`config.mk`:
```
export PLATFORM = sky130hd
export DESIGN_NAME = icache_fill
export DESIGN_NICKNAME = d
export VERILOG_FILES = /design/src/rtl/icache_fill.sv
export SDC_FILE = /design/constraint.sdc
export NUM_CORES = 1
export LEC_CHECK = 0
export CAP_MARGIN = 25
export CORE_MARGIN = 5
export CORE_UTILIZATION = 59
export DETAILED_ROUTE_END_ITERATION = 8
export PLACE_DENSITY_LB_ADDON = 0.1
export REMOVE_ABC_BUFFERS = 1
export SETUP_SLACK_MARGIN = 0.4
export SKIP_LAST_GASP = 1
export SLEW_MARGIN = 25
export SYNTH_ARGS = -nofsm -noshare
export SYNTH_HDL_FRONTEND = slang
export SYNTH_SLANG_ARGS = --single-unit
```
`constraint.sdc`:
```
create_clock -name clk -period 12.4 [get_ports clk]
set_input_delay 2.48 -clock clk [delete_from_list [all_inputs] [get_ports clk]]
set_output_delay 2.48 -clock clk [all_outputs]
set_load 0.02 [all_outputs]
```
`src/rtl/icache_fill.sv`:
```
// Direct-mapped read-only instruction cache with a single-line fill engine.
// Define ICACHE_STATS_EN to add saturating hit/miss counters.
module icache_fill #(
  parameter int unsigned LINES = 8,
  parameter int unsigned IDX_W = 3
) (
  input  logic        clk,
  input  logic        rst,
  input  logic [15:0] cpu_addr,
  input  logic        cpu_re,
  output logic [15:0] cpu_instr,
  output logic        cpu_stall,
  input  logic        flush,
  output logic [15:0] mem_addr,
  output logic        mem_re,
  input  logic        mem_rdy,
`ifdef ICACHE_STATS_EN
  output logic [15:0] hit_cnt,
  output logic [15:0] miss_cnt,
`endif
  input  logic [63:0] mem_rd_data
);

  localparam int unsigned TagW = 14 - IDX_W;

  typedef enum logic [0:0] {StIdle, StFill} state_e;

  state_e            state_q, state_d;
  logic [LINES-1:0]  valid_q, valid_d;
  logic [TagW-1:0]   tag_q [LINES];
  logic [63:0]       data_q [LINES];
  logic [TagW-1:0]   miss_tag_q, miss_tag_d;
  logic [IDX_W-1:0]  miss_idx_q, miss_idx_d;
  logic              discard_q, discard_d;
  logic              fill_we;
  logic              hit;

  logic [1:0]        offset;
  logic [IDX_W-1:0]  index;
  logic [TagW-1:0]   tag;

  assign offset = cpu_addr[1:0];
  assign index  = cpu_addr[IDX_W+1:2];
  assign tag    = cpu_addr[15:IDX_W+2];

  assign hit       = cpu_re & valid_q[index] & (tag_q[index] == tag) & (state_q == StIdle);
  assign cpu_stall = cpu_re & ~hit;
  assign cpu_instr = hit ? data_q[index][{offset, 4'b0000} +: 16] : 16'h0000;

  // Both outputs come straight from registers so they stay stable across the handshake.
  assign mem_re   = (state_q == StFill);
  assign mem_addr = {miss_tag_q, miss_idx_q, 2'b00};

  assign fill_we = (state_q == StFill) & mem_rdy;

  always_comb begin
    state_d    = state_q;
    miss_tag_d = miss_tag_q;
    miss_idx_d = miss_idx_q;
    discard_d  = discard_q;
    unique case (state_q)
      StIdle: begin
        discard_d = 1'b0;
        if (cpu_re && !hit && !flush) begin
          state_d    = StFill;
          miss_tag_d = tag;
          miss_idx_d = index;
        end
      end
      StFill: begin
        if (flush) discard_d = 1'b1;
        if (mem_rdy) begin
          state_d   = StIdle;
          discard_d = 1'b0;
        end
      end
      default: state_d = StIdle;
    endcase
  end

  always_comb begin
    valid_d = valid_q;
    // A flush seen at any point during the fill leaves the installed line invalid.
    if (fill_we) valid_d[miss_idx_q] = ~(discard_q | flush);
    if (flush) valid_d = '0;
  end

  always_ff @(posedge clk or posedge rst) begin
    if (rst) begin
      state_q    <= StIdle;
      valid_q    <= '0;
      miss_tag_q <= '0;
      miss_idx_q <= '0;
      discard_q  <= 1'b0;
    end else begin
      state_q    <= state_d;
      valid_q    <= valid_d;
      miss_tag_q <= miss_tag_d;
      miss_idx_q <= miss_idx_d;
      discard_q  <= discard_d;
    end
  end

  // Tag/data need no reset: valid bits gate every use.
  always_ff @(posedge clk) begin
    if (fill_we) begin
      tag_q[miss_idx_q]  <= miss_tag_q;
      data_q[miss_idx_q] <= mem_rd_data;
    end
  end

`ifdef ICACHE_STATS_EN
  logic miss_start;
  assign miss_start = (state_q == StIdle) & (state_d == StFill);

  always_ff @(posedge clk or posedge rst) begin
    if (rst) begin
      hit_cnt  <= '0;
      miss_cnt <= '0;
    end else if (flush) begin
      hit_cnt  <= '0;
      miss_cnt <= '0;
    end else begin
      if (hit && hit_cnt != 16'hFFFF) hit_cnt <= hit_cnt + 16'd1;
      if (miss_start && miss_cnt != 16'hFFFF) miss_cnt <= miss_cnt + 16'd1;
    end
  end
`endif

endmodule

```
; After elaboration in Yosys (flattened, before gate mapping)
; Memory sizes are Yosys's and may differ from the RTL's.
; Index checks and enable logic that the tools add are counted.
[totals]
register_bits = 24
ram_bits = 600
input_bits = 85
out_inout_bits = 34
memories = 2
[memory_table]
columns = memory, words, width, read_ports, rd_ports_with_merged_regs, wr, line
row1 = data_q, 8, 64, 1, 0, 1, 31  ; logic [63:0] data_q [LINES];
row2 = tag_q, 8, 11, 1, 0, 1, 30  ; logic [TagW-1:0] tag_q [LINES];
[op_classes]
n_lt_le_gt_ge = 3
eq_ne = 2
shift = 1
n_mux = 16
n_bitwise = 9
n_reduce_logical = 7
[op_table]
columns = operator, n
row1 = 64-bit by 7-bit variable part select with 16-bit output, 1
row2 = 16-bit 2-to-1 mux, 1
row3 = 8-bit 2-to-1 mux, 2
row4 = 11-bit equality test, 1
row5 = 8-bit bitwise mux, 1
row6 = 3-bit by 4-bit less-than comparator with 1-bit output (second input constant), 2
row7 = 1-bit 2-to-1 mux, 8
row8 = 1-bit AND, 5
row9 = 1-bit case mux with 2 select lines, 2
row10 = 1-bit binary-select mux with 3-bit select, 1
row11 = 1-bit demux with 3-bit select, 1
row12 = 3-bit by 1-bit >= comparator with 1-bit output (second input constant), 1
row13 = 1-bit logical AND, 3
row14 = 3-bit inequality test (second input constant), 1
row15 = 1-bit inverter, 3
row16 = 1-bit zero test, 2
row17 = 2-bit AND reduction, 1
row18 = 2-bit nonzero test, 1
row19 = 1-bit bitwise OR, 1

; Logic depth before layout (Yosys ltp)
[depth]
word_depth = 10
ltp_mapped = 11
ltp_nobuf = 7

; Worst setup path before layout
; OpenSTA, ideal clock, no wires.
[synth_timing]
path_type = input -> register
from = input port mem_rdy
to = register valid_q[0]
setup_time_ns = 0.131
arrival_time_ns = 8.351
path_slack_ns = 3.918
stages = 4
path_buffers = 0
cell_sequence = nand3b_1 > nor3_1 > mux2i_1 > nor2_1
[synth_between]
elab_chain_cells = 2
[synth_rtl]
columns = item, line
row1 = from (decl), 16  ; input logic mem_rdy,
row2 = 1-bit AND, 54  ; assign fill_we = (state_q == StFill) & mem_rdy;
row3 = 2-bit nonzero test (no line), -
row4 = to (signal assigned), 97  ; valid_q <= valid_d;
row5 = to (decl), 29  ; logic [LINES-1:0] valid_q, valid_d;
; Every way passes these cells.
; A chain may end at the register's enable or synchronous reset.

; Final worst setup path
[layout_timing]
from = input port cpu_addr[3]
to = output port cpu_instr[3]
[layout_between]
elab_chain_cells = 6
elab_cells_between_ends = 10
cone_classes = eq/ne: 1 / shift: 1 / mux: 3 / bitwise: 3 / memory: 2
[layout_rtl]
columns = item, line
row1 = from (decl), 9  ; input logic [15:0] cpu_addr,
row2 = branches (longest 5 deep; another with memory read 8 x 64 bit), -
row3 = 16-bit 2-to-1 mux (*), 48  ; assign cpu_instr = hit ? data_q[index][{offset, 4'b0000} +: 16] : 16'h0000;
row4 = to (decl), 11  ; output logic [15:0] cpu_instr,
; Mark *: on every way between the ends. The select of a mux whose other input is x is not followed.

==> metrics <==
Max stage delay cell, worst path clkdlybuf4s50_1; worst path arrival time 6.10 ns; leading cell type in the layout, fill and taps excluded edfxtp_1; Die ar. 44780 um2; worst hold-check path type register to register; RSZ-0062 raised after global routing no; cts bufs inserted between 60 and 70; CTS max path bufs 3; synth warn 0; fin area around 28000 um2; # DRC 0; total wire length 46610 um; P_leak 8.930 nW; Num Clock Sinks 624; number of fill cells 2418; fin crit share 69.16%; slowest stage delay, CP 0.62 ns; critical path class primary input to primary output; Syn Area/Cell 24.15 um2; HPWL reported at the end of detailed placement about 25000 um; commonest non-fill, non-tap cells in the layout 600 x edfxtp_1, 170 x mux4_2, 112 x clkdlybuf4s50_1; post-synthesis register bit count 624; largest net degree at the start of global routing 73; Clock Root Buffer clkbuf_16; DP Cell Count 1608; critical-path cell list buf_6 > buf_4 > mux4_2 > mux2i_1 > xnor2_1 > nor4_4 > nand3_1 > buf_4 > nor2_1 > clkdlybuf4s50_1; Core Region 40010 um2; # hold bufs at CTS 0; Place WS 3.770 ns; GR Overflow Total 0; Crit path max-delay family buffers and inverters; largest vdd supply drop 0.0001340 V; # resized after CTS 0; register area share after synthesis between 70% and 80%; Setup TNS Final 0 ns; Slew Limit Fails 0; Top cell by count, worst path buf_4; worst-path fanout max 64; Syn Inst Count around 990; Routed Antenna Nets 0; CP Buf/Inv Count 4; total track usage a little over a fifth; die height 211.6 um; global-route wire length before repair approximately 70000 um; Max-Cap Viols 0; fmax 116.6 MHz; Mapped Area 23980 um2; Slew @ Worst Pin 1.035 ns; CP Capture Type primary output; Routed WL per cell between 20 and 30 um; CTS tree done; share of layout cells above drive strength 1 26.61%; CP required 9.92 ns; Clock Pin Slew Worst Setup and Hold Paths 0.06 ns; fin util 69.71%; drt first pass iters 5; num rows 73; initial antenna violation count 2; Area after DPL 25820 um2; Slew HR 30.99%; final hold violation count 0; outcome complete, no violations; GPL Wtd Cong 0.7363; die width 211.6 um; H-tree lvl count 2; clk_skew 0.01433 ns; # IOs 119; worst skew pair latency ~0.6 ns; Setup WS post-layout 3.824 ns; Port Buffers 116; drt first-iter violations 956; Via density roughly 6.2; distinct cell type count after synthesis 35; vias in the first global route about 11000; crit start category primary input; post-layout min period 8.576 ns; Finished Layout Cells 1725; # setup viols final 0; post-CTS setup buffer count 0; Layout Nets ~1200; Layout area overhead 16.28%; Via Count 10697; PwrDens 163.6 nW/um2; Starting Density 59.95%
worst register-to-register path: cells and delay by family, from the launching register on:
kind | cells | cell delay (ns)
and+or+nand+nor | 2 | 1.11
DFF | 1 | 0.50
buffers and inverters | 1 | 0.92
power by group:
group,internal (mW),switching (mW),leakage [nW]
Clock,1.09,0.743,0.974
Sequential,2.39,0.0366,5.71
Combinational,0.144,0.157,2.24
flip-flops by register name (all words and copies together) (netlist names):
signal	cells
miss_idx_q	3
mem_re	1
data_q	512
discard_q	1
valid_q	8
tag_q	88
miss_tag_q	11
through the flow:
stage	hold slack (ns)	power (mW)
floorplan	0.4804	2.617
global placement	0.5032	2.769
detailed placement	0.5115	2.778
CTS	0.5271	4.603
global route	0.5517	4.715
finish	0.5286	4.562
final timing paths:
path                                      end  cells after the start         from  slack (ns)
worst max-delay path             cpu_instr[3]                     10  cpu_addr[3]        3.82
worst min-delay path               valid_q[3]                      2   valid_q[3]        0.53
worst max register to register  data_q[2][28]                      3       mem_re        9.44
worst min register to register     valid_q[3]                      2   valid_q[3]        0.53
max in group asynchronous       miss_tag_q[2]                      2          rst        9.76
min in group asynchronous              mem_re                      2          rst        2.26
layout make-up:
| type | instances | area, um2 | area share, % |
|---|---|---|---|
| Clock buffer | 78 | 1590 | 5.702 |
| Tap cell | 525 | 656.9 | 2.355 |
| Multi-Input combinational cell | 318 | 5165 | 18.52 |
| Inverter | 3 | 11.26 | 0.04038 |
| Sequential cell | 624 | 18620 | 66.76 |
| Clock inverter | 35 | 396.6 | 1.422 |
| Antenna cell | 1 | 2.502 | 0.008973 |
| Timing Repair Buffer | 141 | 1448 | 5.191 |
cell usage after synthesis, drive strengths merged:
library cell	number	share of area, %
a21oi	1	0.021
edfxtp	600	75
nor2b	2	0.052
o22ai	5	0.13
or3b	1	0.037
a221o	2	0.083
nand4	1	0.026
o211a	1	0.042
dfrtp	24	2.5
a31oi	1	0.089
a21o	1	0.031
clkbuf	12	0.19
a221oi	3	0.11
nand2b	5	0.13
nand2	5	0.078
nor2	31	0.49
nor4	1	0.089
mux2i	37	1.5
mux2	24	1.3
conb	1	0.016
buf	37	0.85
inv	3	0.047
nand3	2	0.042
xnor2	5	0.18
nor3	3	0.063
nand3b	1	0.031
a211oi	3	0.094
and2	1	0.026
mux4	174	16
xor2	6	0.22
cell families (layout without fill, tap and decap cells):
group | Yosys count | count (layout) | share of synthesized area, %
flops | 624 | 624 | 77.63
mux | 235 | 235 | 19.21
simple gates | 53 | 53 | 1.059
buf+inv | 52 | 257 | 1.085
compound gates | 17 | 17 | 0.5999
xor+xnor | 11 | 11 | 0.4017
other cells | 1 | 3 | 0.01564
per-layer routing:
metal | up-vias | part of all wire (%) | GRT usage (%)
li1 | 4567 | - | -
met1 | 5737 | 42 | 31.51
met2 | 334 | 50 | 34.60
met3 | 55 | 6.1 | 3.571
met4 | 4 | 1.5 | 4.998
met5 | - | 0.047 | 0
Note: power is estimated with default switching activity, not from simulation.
==> RTL edit 1 (same flow settings) <==
`LINES`: 8 -> 16.
--- a/src/rtl/icache_fill.sv
+++ b/src/rtl/icache_fill.sv
@@ -2,5 +2,5 @@
 // Define ICACHE_STATS_EN to add saturating hit/miss counters.
 module icache_fill #(
-  parameter int unsigned LINES = 8,
+  parameter int unsigned LINES = 16,
   parameter int unsigned IDX_W = 3
 ) (
Function: same outputs for any inputs over 4 cycles, from zero or initial values and one cycle with rst high; that may be too few to reach the edited logic, so the function may still have changed.
==> RTL edit 1 against the original RTL <==
  * Cell count decreased by 0.81%
  * Sequential share of layout area is 0.34 points higher
  * Synthesized area barely moved
  * Design area fell by 0.50%
  * Power down 0.68%
  * Worst setup slack got worse by 370 ps
  * Wire length decreased by 1.1%
  * Sequential cell count unchanged
  * Clock skew grew 1.7 ps
  * Sequential power about the same
  * Critical endpoint is now cpu_instr[6]
  * Largest cell class unchanged
==> RTL edit 1: results (changes against the original RTL) <==
status completed; fraction of synthesized cell area in xor and xnor cells 0.402% (about the same); via count 10600 (-0.70%); Resized cells post-CTS 0 (unchanged); Synth Area in Compound Gates 0.308% (-0.29 points); htree depth 2 (unchanged); antenna cell count 0 (-1); Worst EP arrival 6470 ps (+370 ps); GR met3 Demand/Resource 4.10% (+0.53 points); Setup Skew 16.0 ps (+1.71 ps); post-synthesis sequential area ratio 77.6% (about the same); post-synthesis adder-cell area fraction 0% (unchanged); synth top area cells edfxtp_1, mux4_2, dfrtp_1; initial antenna violation count 4 (+2); Rel. slew slack 33.2% (+2.2 points); mean area per synthesized cell 24.3 µm² (+0.69%); All-Layer GR Usage 21.2% (-0.20 points); drt wl/cell 26.9 µm (-0.28%); top cells by count, synth edfxtp_1, mux4_2, mux2i_1; Place WS 3350 ps (-416 ps); drt initial violations 982 (+2.7%); met1 usage 30.3% (-1.2 points); post-route insts no fill 1711 (-0.81%); global route overflow 0 (unchanged); standby leakage power 0.00885 µW (-0.85%); post-synthesis mux area share 19.3% (+0.12 points); dpl cells 1598 (-0.62%); number of synthesized flops with an enable pin 600 (unchanged); peak supply drop 132 µV (-1.7%); worst-path fanout max 40 (-38%); largest net degree at the start of global routing 64 (-12%); # fillers 2437 (+0.79%); layout cell share with drive strength beyond 1 26.6% (-0.046 points); gpl congestion 0.739 (+0.31%); M2 GR Usage 34.9% (+0.34 points); Final HPWL DP 23.9 mm (-2.7%); synth unique cells 34 (-2.9%); first-pass GRT wire length 70.0 mm (-1.5%); P_int 3610 µW (-0.57%); CTS Buf Count 60 (-1.6%); Final nets 1220 (-1.1%)
[RTL edit 1: cell families after synthesis]
| family | Yosys count |
|---|---|
| other | 1 |
| and+or+nand+nor | 56 |
| DFF | 624 |
| muxes | 233 |
| xor gates and xnor gates | 11 |
| AOI/OAI and AO/OA | 7 |
| buffers and inverters | 54 |
[RTL edit 1: worst max-delay path: cells and delay by family]
kind          cells  cell delay (ps)
xor+xnor          1               70
buf+inv           4             2230
mux               1              230
simple gates      5             1390
[RTL edit 1: power groups by stage]
stage / combinational (µW) / sequential (µW) / clock [µW]
after floorplan: 138 / 2480 / 0
after global placement: 297 / 2470 / 0
after detailed placement: 302 / 2470 / 0
after CTS: 303 / 2430 / 1840
after global routing: 318 / 2430 / 1930
final: 297 / 2430 / 1810
[RTL edit 1: final timing paths]
check                            startpoint            end  slack (ps)  depth (start not counted)
worst max-delay path            cpu_addr[4]   cpu_instr[6]        3450                         11
min in group asynchronous               rst  miss_tag_q[1]        2210                          2
worst min-delay path             valid_q[3]     valid_q[3]         520                          2
max in group asynchronous               rst  miss_tag_q[5]        9710                          3
worst min register to register   valid_q[3]     valid_q[3]         520                          2
worst max register to register       mem_re     valid_q[3]        9400                          5
[RTL edit 1: cell type report]
class | count | area (µm²) | area share [%]
clock buffers | 83 | 1650 | 5.94
clock inverters | 30 | 320 | 1.15
inverters | 4 | 15.0 | 0.0541
multi-input cells | 309 | 5150 | 18.6
flip-flops and latches | 624 | 18600 | 67.1
well taps | 525 | 657 | 2.37
repair buffers | 136 | 1340 | 4.82
[RTL edit 1: stage by stage]
stage | hold WS (ps) | cell area, µm²
6_report | 524 | 27700
5_1_grt | 534 | 27700
4_1_cts | 524 | 27700
3_5_place_dp | 512 | 25800
3_3_place_gp | 499 | 25700
2_1_floorplan | 466 | 23700
[RTL edit 1: routing by layer]
layer | vias up | routed length [µm]
li1 | 4515 | -
met1 | 5708 | 18900
met5 | - | 43
met2 | 326 | 23500
met3 | 65 | 2890
met4 | 8 | 755
==> RTL edit 2 (same flow settings) <==
Without the edit above. Take the reset off `miss_tag_q` and load it in a clocked block of its own.
--- a/src/rtl/icache_fill.sv
+++ b/src/rtl/icache_fill.sv
@@ -90,5 +90,4 @@
       state_q    <= StIdle;
       valid_q    <= '0;
-      miss_tag_q <= '0;
       miss_idx_q <= '0;
       discard_q  <= 1'b0;
@@ -96,8 +95,11 @@
       state_q    <= state_d;
       valid_q    <= valid_d;
-      miss_tag_q <= miss_tag_d;
       miss_idx_q <= miss_idx_d;
       discard_q  <= discard_d;
     end
+  end
+
+  always_ff @(posedge clk) begin
+    miss_tag_q <= miss_tag_d;
   end
 
Behaviour: not the same (Yosys sat finds a counterexample within 4 cycles, from zero or initial values and one cycle with rst high).
==> RTL edit 2 against the original RTL <==
  * Sequential cell count is the same
  * Sequential share of layout area grew 0.78 points
  * Synthesized area is essentially flat
  * Wire length shrank 0.97%
  * Combinational power shrank 11%
  * Power shrank 3.2%
  * Worst setup slack lost 320 ps
  * Design area shrank 0.87%
==> RTL edit 2: results (changes against the original RTL) <==
Min-Delay Path Class flip-flop to flip-flop; vias in the first global route 11400 (-0.45%); Setup Skew 15.9 ps (+1.54 ps); reg2reg path depth 7 (+4); peak supply drop 124 µV (-7.3%); Slowest-stage cell, CP buf_4; M2 GR Usage 34.3% (-0.33 points); Clock Tree Buf Depth 3 (unchanged); All-Layer GR Usage 21.2% (-0.13 points); post-synthesis sequential area ratio 77.9% (+0.23 points); layout cell share with drive strength beyond 1 24.0% (-2.6 points); placed inst area 25700 µm² (-0.30%); dpl cells 1609 (+0.062%); gpl congestion 0.739 (+0.42%); Final HPWL DP 24.2 mm (-1.6%); synth unique cells 38 (+8.6%); max incr delay on CP 750 ps (+130 ps); drt initial violations 944 (-1.3%); post-route insts no fill 1719 (-0.35%); kind of cell adding the most delay to the critical path buffers and inverters; met1 usage 31.2% (-0.35 points); standby leakage power 0.00879 µW (-1.5%); number of synthesized flops with an enable pin 611 (+1.8%); worst slew pin tran 1040 ps (+7.38 ps); worst-path fanout max 41 (-36%); initial antenna violation count 4 (+2); synth top area cells edfxtp_1, mux4_2, mux2i_1; IO buf count 116 (unchanged); Mapped Cells 999 (+0.60%); antenna cell count 0 (-1); first-pass GRT wire length 71.0 mm (about the same); top cells by count, synth edfxtp_1, mux4_2, mux2i_1; htree depth 2 (unchanged); largest net degree at the start of global routing 101 (+38%); CTS Buf Count 60 (-1.6%); GR met3 Demand/Resource 3.79% (+0.22 points); Via-to-Cell Ratio 6.20 (about the same); status completed; Resized cells post-CTS 0 (unchanged); fraction of registers with async set/reset 2.08% (-1.8 points); Final nets 1231 (-0.24%); clock latency on the worst-skew pair 600 ps; drt wl/cell 26.9 µm (-0.63%); Worst EP arrival 6410 ps (+310 ps); Place WS 3410 ps (-358 ps)
RTL edit 2: changes by cell type after synthesis, moves of 4 or more:
cell	before	now
a211oi_1	3	8
buf_1	13	3
o22ai_1	5	0
mux2i_1	37	47
and2_1	1	6
mux2_2	15	0
a22o_1	0	7
dfrtp_1	24	13
mux2_4	9	0
mux4_1	4	0
a22oi_1	0	4
edfxtp_1	600	611
RTL edit 2: cell families (layout without fill, tap and decap cells):
kind of cell              after synthesis  after routing  share of synthesized area (%)
buffers and inverters                  52            246                           1.21
muxes                                 219            219                           18.1
and+or+nand+nor                        62             62                           1.40
other                                   1              2                         0.0156
DFF                                   624            624                           77.9
AOI/OAI and AO/OA                      32             32                           1.07
xor gates and xnor gates                9              9                          0.329
RTL edit 2: area by class of cell:
type / instances / area (µm²)
flip-flops and latches: 624 / 18700
fillers: 2496 / 12400
multi-input cells: 324 / 5080
clock buffers: 82 / 1660
repair buffers: 134 / 1320
well taps: 525 / 657
clock inverters: 28 / 253
inverters: 2 / 7.51
RTL edit 2: final timing paths:
path / start / to / slack (ps)
setup reg to reg: tag_q[6][9] / miss_tag_q[2] / 9220
setup / recovery: cpu_addr[3] / cpu_instr[7] / 3510
hold / removal: valid_q[4] / valid_q[4] / 570
hold reg to reg: valid_q[4] / valid_q[4] / 570
min in group asynchronous: rst / discard_q / 2250
max in group asynchronous: rst / valid_q[4] / 9780
RTL edit 2: where the power goes:
part	total [µW]	switching (µW)	internal [µW]
Sequential	2390	19.1	2370
Clock	1760	725	1030
Combinational	268	145	122
RTL edit 2: per-layer routing:
metal / part of all wire, % / up-vias
li1: - / 4577
met1: 42 / 5708
met5: 0.15 / -
met3: 5.9 / 71
met4: 1.8 / 8
met2: 50 / 299
